## config.mk

```make
export PLATFORM = sky130hd
export DESIGN_NAME = rtc_ctrl_arb
export DESIGN_NICKNAME = d
export VERILOG_FILES = /design/src/rtl/rtc_ctrl_arb_pkg.sv /design/src/rtl/rtc_ctrl_tmo.sv /design/src/rtl/rtc_ctrl_arb.sv
export SDC_FILE = /design/constraint.sdc
export NUM_CORES = 1
export LEC_CHECK = 0
export BUFFER_PORTS_ARGS = -buffer_cell sky130_fd_sc_hd__buf_4
export CAP_MARGIN = 30
export CORE_MARGIN = 1.5
export CORE_UTILIZATION = 45
export CTS_BUF_LIST = sky130_fd_sc_hd__clkbuf_2 sky130_fd_sc_hd__clkbuf_4 sky130_fd_sc_hd__clkbuf_8
export DETAILED_ROUTE_END_ITERATION = 12
export HOLD_SLACK_MARGIN = 0.03
export PLACE_DENSITY = 0.81
export SYNTH_ARGS = -nofsm -noshare
export SYNTH_HDL_FRONTEND = slang
export SYNTH_HIERARCHICAL = 1
export SYNTH_SLANG_ARGS = --single-unit
```

## constraint.sdc

```tcl
create_clock -name clk -period 10.64 [get_ports clk]
set_clock_uncertainty 0.15 [all_clocks]
set_input_delay 2.128 -clock clk [delete_from_list [all_inputs] [get_ports clk]]
set_output_delay 2.128 -clock clk [all_outputs]
set_load 0.01 [all_outputs]
```

## src/rtl/rtc_ctrl_arb_pkg.sv

```systemverilog
// rtc_ctrl_arb_pkg: shared widths, timeout default and FSM encoding for the rtc control arbiter
package rtc_ctrl_arb_pkg;
  localparam int NS_W = 38;
  localparam int SEC_W = 48;
  localparam int PER_W = 40;
  localparam int ADJ_W = 32;
  localparam logic [31:0] TIMEOUT_DEF = 32'd1000000;
  localparam logic [2:0] S_IDLE = 3'd0;
  localparam logic [2:0] S_LD_TIME = 3'd1;
  localparam logic [2:0] S_LD_PERIOD = 3'd2;
  localparam logic [2:0] S_ADJ_ISSUE = 3'd3;
  localparam logic [2:0] S_ADJ_WAIT = 3'd4;
endpackage

```

## src/rtl/rtc_ctrl_tmo.sv

```systemverilog
// rtc_ctrl_tmo: clearable, enabled timeout counter flagging the last cycle before limit
module rtc_ctrl_tmo (
  input  logic        clk,
  input  logic        rst,
  input  logic        clr,
  input  logic        en,
  input  logic [31:0] limit,
  output logic        expire
);
  logic [31:0] cnt;
  assign expire = en && ({1'b0, cnt} + 33'd2 >= {1'b0, limit});
  // count while enabled, stop once expired, restart on clr
  always_ff @(posedge clk or posedge rst)
    if (rst) cnt <= '0;
    else if (clr) cnt <= '0;
    else if (en && !expire) cnt <= cnt + 32'd1;
endmodule

```

## src/rtl/rtc_ctrl_arb.sv

```systemverilog
// rtc_ctrl_arb: arbitrates time, period and adjust requests onto the rtc load ports
module rtc_ctrl_arb
  import rtc_ctrl_arb_pkg::*;
#(
  parameter logic [31:0] TIMEOUT = TIMEOUT_DEF,
  parameter int PRIO_TIME = 1
) (
  input  logic             rst,
  input  logic             clk,
  input  logic             tl_req,
  input  logic [NS_W-1:0]  tl_ns,
  input  logic [SEC_W-1:0] tl_sec,
  output logic             tl_ack,
  input  logic             pl_req,
  input  logic [PER_W-1:0] pl_period,
  output logic             pl_ack,
  input  logic             aj_req,
  input  logic [ADJ_W-1:0] aj_cycles,
  input  logic [PER_W-1:0] aj_period,
  output logic             aj_ack,
  output logic             aj_done,
  output logic             aj_err,
  output logic             time_ld,
  output logic [NS_W-1:0]  time_reg_ns_in,
  output logic [SEC_W-1:0] time_reg_sec_in,
  output logic             period_ld,
  output logic [PER_W-1:0] period_in,
  output logic             adj_ld,
  output logic [ADJ_W-1:0] adj_ld_data,
  output logic [PER_W-1:0] period_adj,
  input  logic             adj_ld_done,
  output logic             busy
);
  logic [2:0] state, nxt;
  logic armed, adj_pend, done_q, err_q, expire, fin, adj_zero;
  logic g_time, g_per, g_adj;
  assign adj_zero = adj_ld_data == '0;
  assign fin = adj_pend && (adj_ld_done || expire);
  assign g_time = armed && tl_req && (state == S_ADJ_WAIT || (state == S_IDLE && (PRIO_TIME != 0 || !pl_req)));
  assign g_per = armed && state == S_IDLE && pl_req && !g_time;
  assign g_adj = armed && state == S_IDLE && aj_req && !g_time && !g_per;
  assign time_ld = state == S_LD_TIME;
  assign tl_ack = time_ld;
  assign period_ld = state == S_LD_PERIOD;
  assign pl_ack = period_ld;
  assign aj_ack = state == S_ADJ_ISSUE;
  assign adj_ld = aj_ack && !adj_zero;
  assign aj_done = done_q || (aj_ack && adj_zero);
  assign aj_err = err_q || (aj_ack && adj_zero);
  assign busy = state != S_IDLE;
  rtc_ctrl_tmo u_tmo (
    .clk(clk),
    .rst(rst),
    .clr(aj_ack),
    .en(adj_pend),
    .limit(TIMEOUT),
    .expire(expire)
  );
  // next state: grants first, a preempting time load returns to the pending adjustment
  always_comb
    nxt = g_time ? S_LD_TIME :
          g_per ? S_LD_PERIOD :
          g_adj ? S_ADJ_ISSUE :
          state == S_LD_TIME ? ((adj_pend && !fin) ? S_ADJ_WAIT : S_IDLE) :
          state == S_ADJ_ISSUE ? (adj_zero ? S_IDLE : S_ADJ_WAIT) :
          state == S_ADJ_WAIT ? (fin ? S_IDLE : S_ADJ_WAIT) : S_IDLE;
  // state, arming delay after reset, adjustment tracking and completion pulses
  always_ff @(posedge clk or posedge rst)
    if (rst) begin
      state <= S_IDLE;
      armed <= 1'b0;
      adj_pend <= 1'b0;
      done_q <= 1'b0;
      err_q <= 1'b0;
    end else begin
      state <= nxt;
      armed <= 1'b1;
      adj_pend <= aj_ack ? !adj_zero : (adj_pend && !fin);
      done_q <= fin;
      err_q <= fin && !adj_ld_done;
    end
  // payload registers capture at the grant edge and hold between strobes
  always_ff @(posedge clk or posedge rst)
    if (rst) begin
      time_reg_ns_in <= '0;
      time_reg_sec_in <= '0;
      period_in <= '0;
      adj_ld_data <= '0;
      period_adj <= '0;
    end else begin
      if (g_time) begin
        time_reg_ns_in <= tl_ns;
        time_reg_sec_in <= tl_sec;
      end
      if (g_per) period_in <= pl_period;
      if (g_adj) begin
        adj_ld_data <= aj_cycles;
        period_adj <= aj_period;
      end
    end
endmodule

```

==> flow_summary.toml, run 1 <==
[grt]
grt.total_usage_pct = 25.8
antenna_found_initial = 7
gr-total-overflow = 0
grt_max_degree = 131
grt_pass1_vias = 9206
grt_pass1_wl_um = 51200

[setup_path]
slowest_stage = "dfrtp_1"
critPathKind = "reg2reg"
critPathLaunchType = "flop"
crit_path_end_kind = "flop"
cp.required_ns = 10.87
slowest_delay_ns = 0.47
cp_cell_sequence = "ha_1 > and2_1 > nand4_1 > nor3_2 > nand3_1 > nor2_1 > xor2_1 > ha_1 > nand3_1 > nor4_2 > nand2_1 > a21oi_4 > buf_4 > o21a_1 > o21ai_0 > a21oi_1 > a2111oi_2"
path_max_fanout = 44
crit_arrival_ns = 5.29

[floorplanning]
rows = 57
die_w_um = 162
die_height_um = 162
io_pins = 411
core_um2 = 24500
dieArea_um2 = 26100
start_util_pct = 46.2

[pwr]
p_leak_nw = 7.61
power_mw = 3.53
peakVddDrop_v = 0.000170
power_density_nw_per_um2 = 224

[sta]
setup_slack_ns = 5.58
drv_slew = 0
setup_viol = 0
layout_min_cycle_time_ns = 5.06
timing.final.crit_share_pct = 47.6
rsz0062_at_grt = "no"
hold_viol = 0
fmax_ghz = 0.198
whs_ns = 0.355
relSlewSlack_pct = 37.8
final.setup.tns_ns = 0
worstMarginPinSlew_ns = 0.933

[clocking]
insertion_delay_ns = 0.57
cts_buffers = 42
post-cts-setup-buffer-count = 0
clk_pin_slew_ns = 0.06
numClockSinks = 237
postCtsHoldBufs = 0
htreeDepth = 2
clockBufferDepth = 3
cts_root_buf = "clkbuf_8"
ctsResizeCount = 0
cts_tree = "done"

[yosys]
yosysUniqueCellTypes = 52
synth_top_family_by_area = "multiplexers"
yosys.area_share.xor_xnor_pct = 2.25
synth_seq_cells = 237
netlist_instances = 843
synth_top_area_cell = "dfrtp_1"
synthAdderAreaFrac_pct = 3.76
synth.top_cells.by_count = "237 x dfrtp_1, 129 x mux2_2, 65 x mux2_4"
synth_edf_count = 0
synth_area_um2 = 11300
async_reset_ff_share_pct = 100
synth_mux_area_share_pct = 22.4
synth_flop_cell = "dfrtp_1"
synthSimpleGateAreaFrac_pct = 9.59
yosysTopAreaCellShare_pct = 52.4
synth_area_per_cell_um2 = 13.4
yosysSeqAreaShare_pct = 52.4
synth-warning-count = 6
synth_area_leaders = "dfrtp_1 52%, mux2_2 13%, mux2_4 8.6%"
synth_compound_area_share_pct = 5.02
yosysMostFrequentCell = "dfrtp_1"

[drt]
via_count = 8523
drc = 0
vias_per_cell = 5.14
postRouteAntennaNets = 0
dr.pass1.iters = 4
wl_per_cell_um = 20.3
drtIter0Drc = 450
wl_um = 33700

[place]
place_ws_ns = 5.68
port_buffers = 410
dpl.hpwl_um = 25200
gp_congestion = 0.897

[finish]
num-nets-final = 1533
nFillCells = 1808
syn2layout_area_growth_pct = 39.3
final_layout_size_suffix_gt1_share_pct = 53.9

[job]
max_cap_violations = 0

[worst_hold_path]
holdCritPathClass = "reg2reg"

[run_status]
status = "completed"
## metrics by stage
step	util, %	instance area (µm²)	instances
final	64.4	15800	1657
after global routing	64.4	15800	1657
after CTS	64.2	15700	1652
after detailed placement	60.1	14700	1574
after global placement	59.8	14600	1571
after floorplan	-	11400	874
## critical path, delay by kind of cell, from the launching register on
kind	cells	cell delay [ns]
AO/OA/AOI/OAI	5	1.02
XOR/XNOR	1	0.09
adder cells (fa/ha/maj)	2	0.61
buffers and inverters	1	0.45
flip-flops	1	0.47
AND/OR/NAND/NOR	8	2.09
## registers in the layout (all words and copies together) (netlist names)
| signal | cells |
|---|---|
| time_reg_ns_in | 38 |
| done_q | 1 |
| u_tmo/cnt | 32 |
| adj_ld_data | 32 |
| armed | 1 |
| period_in | 40 |
| period_adj | 40 |
| err_q | 1 |
| state | 3 |
| time_reg_sec_in | 48 |
| adj_pend | 1 |
## cells by family after synthesis
group                      Yosys count
muxes                              203
and+or+nand+nor                    165
buffers and inverters               84
other                                2
xor gates and xnor gates            29
DFF                                237
AOI/OAI and AO/OA                   89
adders and majority gates           34
## cells in the final DEF, fill, tap and decap left out, types with 3 or more instances in the layout
cell type / n
nor4_2: 4
mux2_2: 129
and2_1: 3
diode_2: 4
xnor2_1: 21
nor4_1: 10
o21ai_0: 13
dfrtp_1: 237
a21o_1: 3
inv_1: 40
conb_1: 33
nor2_1: 17
and4_1: 4
bufinv_16: 5
clkinv_2: 3
nand4_1: 10
nor3b_1: 4
mux2_1: 9
ha_1: 34
xor2_1: 8
a21oi_1: 39
buf_16: 3
mux2_4: 65
nor2b_1: 7
and3_1: 8
nor3_1: 3
clkbuf_8: 50
nand3_1: 20
clkbuf_4: 17
o31ai_1: 24
nand2_1: 28
buf_4: 416
or4_1: 24
or3_1: 4
## cell type report
cell class	instances	area, µm²	share of cell area, %
Timing Repair Buffer	420	3230	20.5
Tap cell	324	405	2.57
Antenna cell	4	10.0	0.0635
Multi-Input combinational cell	553	5000	31.8
Sequential cell	237	5930	37.6
Clock buffer	67	816	5.18
Inverter	41	161	1.02
Clock inverter	11	200	1.27
## worst paths after layout
check                              startpoint             endpoint  slack (ns)  cells after the start
setup / recovery                 u_tmo/cnt[1]             state[2]        5.58                     17
hold / removal             time_reg_sec_in[9]   time_reg_sec_in[9]        0.36                      1
setup reg to reg                 u_tmo/cnt[1]             state[2]        5.58                     17
hold reg to reg            time_reg_sec_in[9]   time_reg_sec_in[9]        0.36                      1
max in group asynchronous                 rst         period_in[1]        7.32                      4
min in group asynchronous                 rst  time_reg_sec_in[32]        1.30                      2
## per-layer routing
layer	GRT usage [%]	up-vias	share of wire [%]
met5	0	-	0
met2	45.0	278	53
li1	-	3916	-
met1	28.5	4242	36
met4	12.8	0	4.4
met3	7.58	87	6.9
## power breakdown
group	internal [mW]	switching [mW]	leakage (nW)	total, mW
Sequential	1.18	0.201	2.90	1.38
Clock	0.614	0.396	0.534	1.01
Combinational	0.668	0.469	4.17	1.14
Total	2.46	1.07	7.61	3.53
Power figures use the tool's default switching activity.
==> run 2, diff against run 1 <==
- PLACE_DENSITY: 0.81 -> 0.84
- clock period: 10.64 -> 4.25 ns (I/O delays scaled with it)
==> run 2 against run 1 <==
  * Hold slack worse by 0.28 ns
  * Non-clock buffer count increased by 16
  * Wire length decreased by 0.20%
  * Setup slack worse by 5.3 ns
  * Die area stayed put
  * Critical endpoint is now u_tmo/cnt[18]
  * Largest cell class unchanged
==> flow_summary.toml, run 2 (same netlist as run 1, synthesis figures left out) <==
[place]
port_buffers = 410
dpl.hpwl_um = 25100
gp_congestion = 0.850

[finish]
final_common_cell = "buf_4"
reg_top3 = "time_reg_sec_in (48), period_adj (40), period_in (40)"
syn2layout_area_growth_pct = 38.8
multi_input_area_um2 = 5030
diodes = 0
final_core_util_pct = 64.2
largest_reg_flops = 48
seqCellArea_um2 = 5930
final_layout_size_suffix_gt1_share_pct = 54.3
nFillCells = 1772
largest-register = "time_reg_sec_in"
num-nets-final = 1549
mostFrequentLayoutCells = "432 x buf_4, 237 x dfrtp_1, 129 x mux2_2"

[clocking]
clk_pin_slew_ns = 0.05
cts_tree = "done"
numClockSinks = 237
insertion_delay_ns = 0.52
ctsResizeCount = 0
cts_buffers = 42
cts_root_buf = "clkbuf_8"
clockBufferDepth = 3
post-cts-setup-buffer-count = 0
htreeDepth = 2
postCtsHoldBufs = 0

[floorplanning]
rows = 57
core_um2 = 24500
die_w_um = 162
start_util_pct = 46.2
io_pins = 411
die_height_um = 162
dieArea_um2 = 26100

[drt]
wl_per_cell_um = 20.2
vias_per_cell = 5.15
postRouteAntennaNets = 0
dr.pass1.iters = 5
drtIter0Drc = 517
via_count = 8549
wl_um = 33600
drc = 0

[setup_path]
critical_path_depth = 15
cp.required_ns = 4.54
crit_family = "simple AND/OR/NAND/NOR gates"
rr_startpoint = "u_tmo/cnt[2]"
worst_r2r_path_depth = 15
critPathKind = "reg2reg"
slowest_delay_ns = 0.56
critPathLaunchType = "flop"
crit_path_end_kind = "flop"
cp_cell_sequence = "ha_1 > and2_1 > nand4_1 > nor3_2 > nand3_1 > nor2_1 > xor2_1 > ha_1 > nand3_1 > nor4_2 > a221oi_4 > buf_4 > nand4_4 > or4_1 > a21oi_1"
path_max_fanout = 17
slowest_stage = "or4_1"
crit_buf_inv = 1
crit_start = "u_tmo/cnt[2]"
reg2reg_slack_ns = 0.26
crit_arrival_ns = 4.28

[grt]
grt_pass1_wl_um = 51400
antenna_found_initial = 4
gr-total-overflow = 0
grt_max_degree = 125
grt_pass1_vias = 9289
grt.total_usage_pct = 25.5

[sta]
rsz0062_at_grt = "no"
relSlewSlack_pct = 32.2
worstMarginPinSlew_ns = 1.02
hold_viol = 0
fmax_ghz = 0.251
timing.final.crit_share_pct = 93.8
final.setup.tns_ns = 0
setup_viol = 0
drv_slew = 0
layout_min_cycle_time_ns = 3.99

[pwr]
p_leak_nw = 7.58
power_density_nw_per_um2 = 539
peakVddDrop_v = 0.000436

[run_status]
status = "completed"

[job]
max_cap_violations = 0

[worst_hold_path]
holdCritPathClass = "in2async"
[run 2: path summary, 6_finish.rpt]
kind                                       to
max                             u_tmo/cnt[18]
min                         time_reg_ns_in[6]
max reg2reg                     u_tmo/cnt[18]
min reg2reg                time_reg_ns_in[32]
max in group asynchronous       period_adj[3]
min in group clk           time_reg_ns_in[32]
[run 2: through the flow]
step	hold slack, ns	instances	total power, mW	setup WS [ns]	area, µm²
after CTS	0.0420	1661	8.54	0.221	15700
after global placement	0.339	1590	6.21	0.338	14800
after floorplan	0.396	874	4.68	0.107	11400
final	0.0744	1661	8.46	0.265	15700
after detailed placement	0.343	1591	6.34	0.239	14800
after global routing	0.0424	1661	8.86	0.0238	15700
[run 2: final cells by class]
type,count,share of cell area [%]
repair buffers,436,21.2
well taps,324,2.58
inverters,41,1.00
clock inverters,3,0.128
clock buffers,67,5.28
multi-input cells,553,32.0
flip-flops and latches,237,37.8
[run 2: layer usage]
metal  vias to the layer above  track usage [%]  part of all wire, %
met5                         -                0                    0
met4                         0             11.2                  3.9
met3                        88             6.99                  6.5
met2                       280             43.0                   51
met1                      4246             30.7                   38
li1                       3935                -                    -
[run 2: worst register-to-register path, cell delays in order, from the launching register on]
cell,delay (ns)
dfrtp_1,0.35
ha_1,0.23
and2_1,0.19
nand4_1,0.19
nor3_2,0.25
nand3_1,0.13
nor2_1,0.14
xor2_1,0.17
ha_1,0.29
nand3_1,0.17
nor4_2,0.09
a221oi_4,0.35
buf_4,0.20
nand4_4,0.25
or4_1,0.56
a21oi_1,0.19
[run 2: report_power, final]
group	switching [mW]	leakage, nW	total [mW]	internal, mW
clock network	0.907	0.447	2.13	1.22
logic	1.18	4.24	2.86	1.68
registers	0.507	2.90	3.47	2.96
==> run 3, diff against run 2 <==
- ABC_AREA: not set -> 1
- PLACE_DENSITY: 0.84 -> 0.83
==> run 3 against run 2 <==
  * Sequential cell count stayed put
  * Wire length increased by 30%
  * Global-route usage rose by 6.1 points
  * Via count increased by 28%
  * Synthesized area grew 4.7%
  * Maximum frequency grew 3.3%
  * Count of clock-buffer cells in the layout rose by 1
  * Synthesized cell count increased by 57%
  * Final cell count is 29% higher
  * Utilization down 1.6 points
  * Sequential power is 6.9% higher
==> flow_summary.toml, run 3 <==
[yosys]
synth_flop_cell = "dfrtp_1"
yosysSeqAreaShare_pct = 50.1
yosysTopAreaCellShare_pct = 50.1
yosysUniqueCellTypes = 35
synth_top_area_cell = "dfrtp_1"
synth_area_per_cell_um2 = 8.93
synth.top_cells.by_count = "435 x nand2_1, 237 x dfrtp_1, 114 x nand3_1"
synth_area_leaders = "dfrtp_1 50%, nand2_1 14%, mux2_2 6.5%"
yosysMostFrequentCell = "nand2_1"
synth-warning-count = 6
synth_edf_count = 0
synth_seq_cells = 237
synth_area_um2 = 11800
async_reset_ff_share_pct = 100
netlist_instances = 1327

[pwr]
power_mw = 9.52
combPwrFrac_pct = 36.6
internal_power_mw = 6.15
pwr-share-seq_pct = 38.9
switching_share_pct = 35.4
clockPowerShare_pct = 24.5
power_density_nw_per_um2 = 587
peakVddDrop_v = 0.000451
p_sw_mw = 3.37
p_leak_nw = 8.88

[sta]
rsz0062_at_grt = "no"
hold_viol = 0
setup_viol = 0
timing.final.crit_share_pct = 90.7
worstMarginPinSlew_ns = 0.957
relSlewSlack_pct = 35.7
final.setup.tns_ns = 0
fmax_ghz = 0.259
drv_slew = 0
layout_min_cycle_time_ns = 3.86

[grt]
antenna_found_initial = 5
gr-total-overflow = 0
grt_pass1_vias = 10700
grt_pass1_wl_um = 63500
grt.total_usage_pct = 31.7
grt_max_degree = 85

[setup_path]
crit_path_end_kind = "flop"
reg2reg_slack_ns = 0.39
critPathKind = "reg2reg"
path_max_fanout = 5
slowest_stage = "dfrtp_1"
cp_cell_sequence = "inv_1 > nor3_1 > nand2_1 > nor3_1 > nand2_1 > xnor2_1 > ha_1 > nand2_1 > nor2_1 > nand2_1 > nor2_1 > nand2_1 > nand2_1 > nor2_1 > nand3_2 > o21ai_0 > inv_1 > o21a_1 > nor2_1 > nor2_1 > a21oi_1"
crit_arrival_ns = 4.19
slowest_delay_ns = 0.44
cp.required_ns = 4.58
critPathLaunchType = "flop"
worst_r2r_path_depth = 21
crit_path_frequent_cell = "nand2_1"

[clocking]
numClockSinks = 237
cts_root_buf = "clkbuf_8"
cts_tree = "done"
clk_pin_slew_ns = 0.06
insertion_delay_ns = 0.56
htreeDepth = 2
postCtsHoldBufs = 0
post-cts-setup-buffer-count = 0
cts_buffers = 42
clockBufferDepth = 3
ctsResizeCount = 0

[place]
port_buffers = 410
placed_cell_area_um2 = 15300
gp_congestion = 1.01
post-place-cells = 2058
dpl.hpwl_um = 33900

[floorplanning]
dieArea_um2 = 27300
die_w_um = 165
io_pins = 411
core_um2 = 25900
die_height_um = 165
start_util_pct = 45.7
rows = 59

[drt]
drc = 0
dr.pass1.iters = 6
postRouteAntennaNets = 0
wl_per_cell_um = 20.4
via_count = 11000
vias_per_cell = 5.12
wl_um = 43700
drtIter0Drc = 806

[finish]
largest_reg_flops = 48
largest-register = "time_reg_sec_in"
final_cells = 2138
nFillCells = 2171
syn2layout_area_growth_pct = 36.9
multi_input_area_um2 = 5260
final_layout_size_suffix_gt1_share_pct = 33.4
final_common_cell = "nand2_1"
seqCellArea_um2 = 5930
reg_top3 = "time_reg_sec_in (48), period_adj (40), period_in (40)"
fin_area_um2 = 16200
mostFrequentLayoutCells = "435 x nand2_1, 424 x buf_4, 237 x dfrtp_1"
final_core_util_pct = 62.6
num-nets-final = 2006

[worst_hold_path]
holdCritPathClass = "in2async"

[run_status]
status = "completed"

[job]
max_cap_violations = 0
==> run 3: stage by stage <==
step | hold slack [ns] | worst slack (ns)
4_1_cts | 0.105 | 0.441
3_3_place_gp | 0.305 | 0.531
2_1_floorplan | 0.359 | 0.592
3_5_place_dp | 0.311 | 0.415
5_1_grt | 0.127 | 0.0161
6_report | 0.124 | 0.393
==> run 3: logic make-up after synthesis <==
| family | synth area share (%) |
|---|---|
| compound gates | 1.05 |
| xor+xnor | 4.21 |
| simple gates | 26.3 |
| fa+ha+maj | 3.59 |
| mux | 8.18 |
| buf+inv | 6.55 |
| flops | 50.1 |
| other cells | 0.0634 |
==> run 3: worst max-delay path, delay by kind of cell, from the launching register on <==
kind	cells	cell delay, ns
simple gates	14	1.68
compound gates	3	0.76
flops	1	0.44
fa+ha+maj	1	0.31
buf+inv	2	0.23
xor+xnor	1	0.22
==> run 3: cell type report <==
class	count	area share [%]
diodes	4	0.0617
clock buffers	68	5.12
clock inverters	7	0.625
inverters	115	2.69
multi-input cells	946	32.5
flip-flops and latches	237	36.6
well taps	335	2.59
repair buffers	426	19.9
==> run 3: final timing paths <==
check / from / endpoint
hold reg to reg: period_adj[38] / period_adj[38]
max in group asynchronous: rst / u_tmo/cnt[26]
hold / removal: rst / time_reg_sec_in[29]
setup reg to reg: u_tmo/cnt[10] / state[2]
min in group clk: period_adj[38] / period_adj[38]
setup / recovery: u_tmo/cnt[10] / state[2]
==> run 3: per-layer routing <==
layer,global-route usage [%],vias up,wire (µm)
li1,-,5077,-
met1,36.5,5261,16000
met2,51.2,475,21000
met3,8.82,133,3310
met4,21.5,4,3360
met5,0,-,27
==> run 3: power groups by stage <==
stage | registers [mW] | logic, mW | clock network, mW
finish | 3.71 | 3.48 | 2.33
CTS | 3.68 | 3.49 | 2.37
floorplan | 3.97 | 1.10 | 0
detailed placement | 3.69 | 3.48 | 0
global route | 3.80 | 3.72 | 2.46
global placement | 3.67 | 3.40 | 0
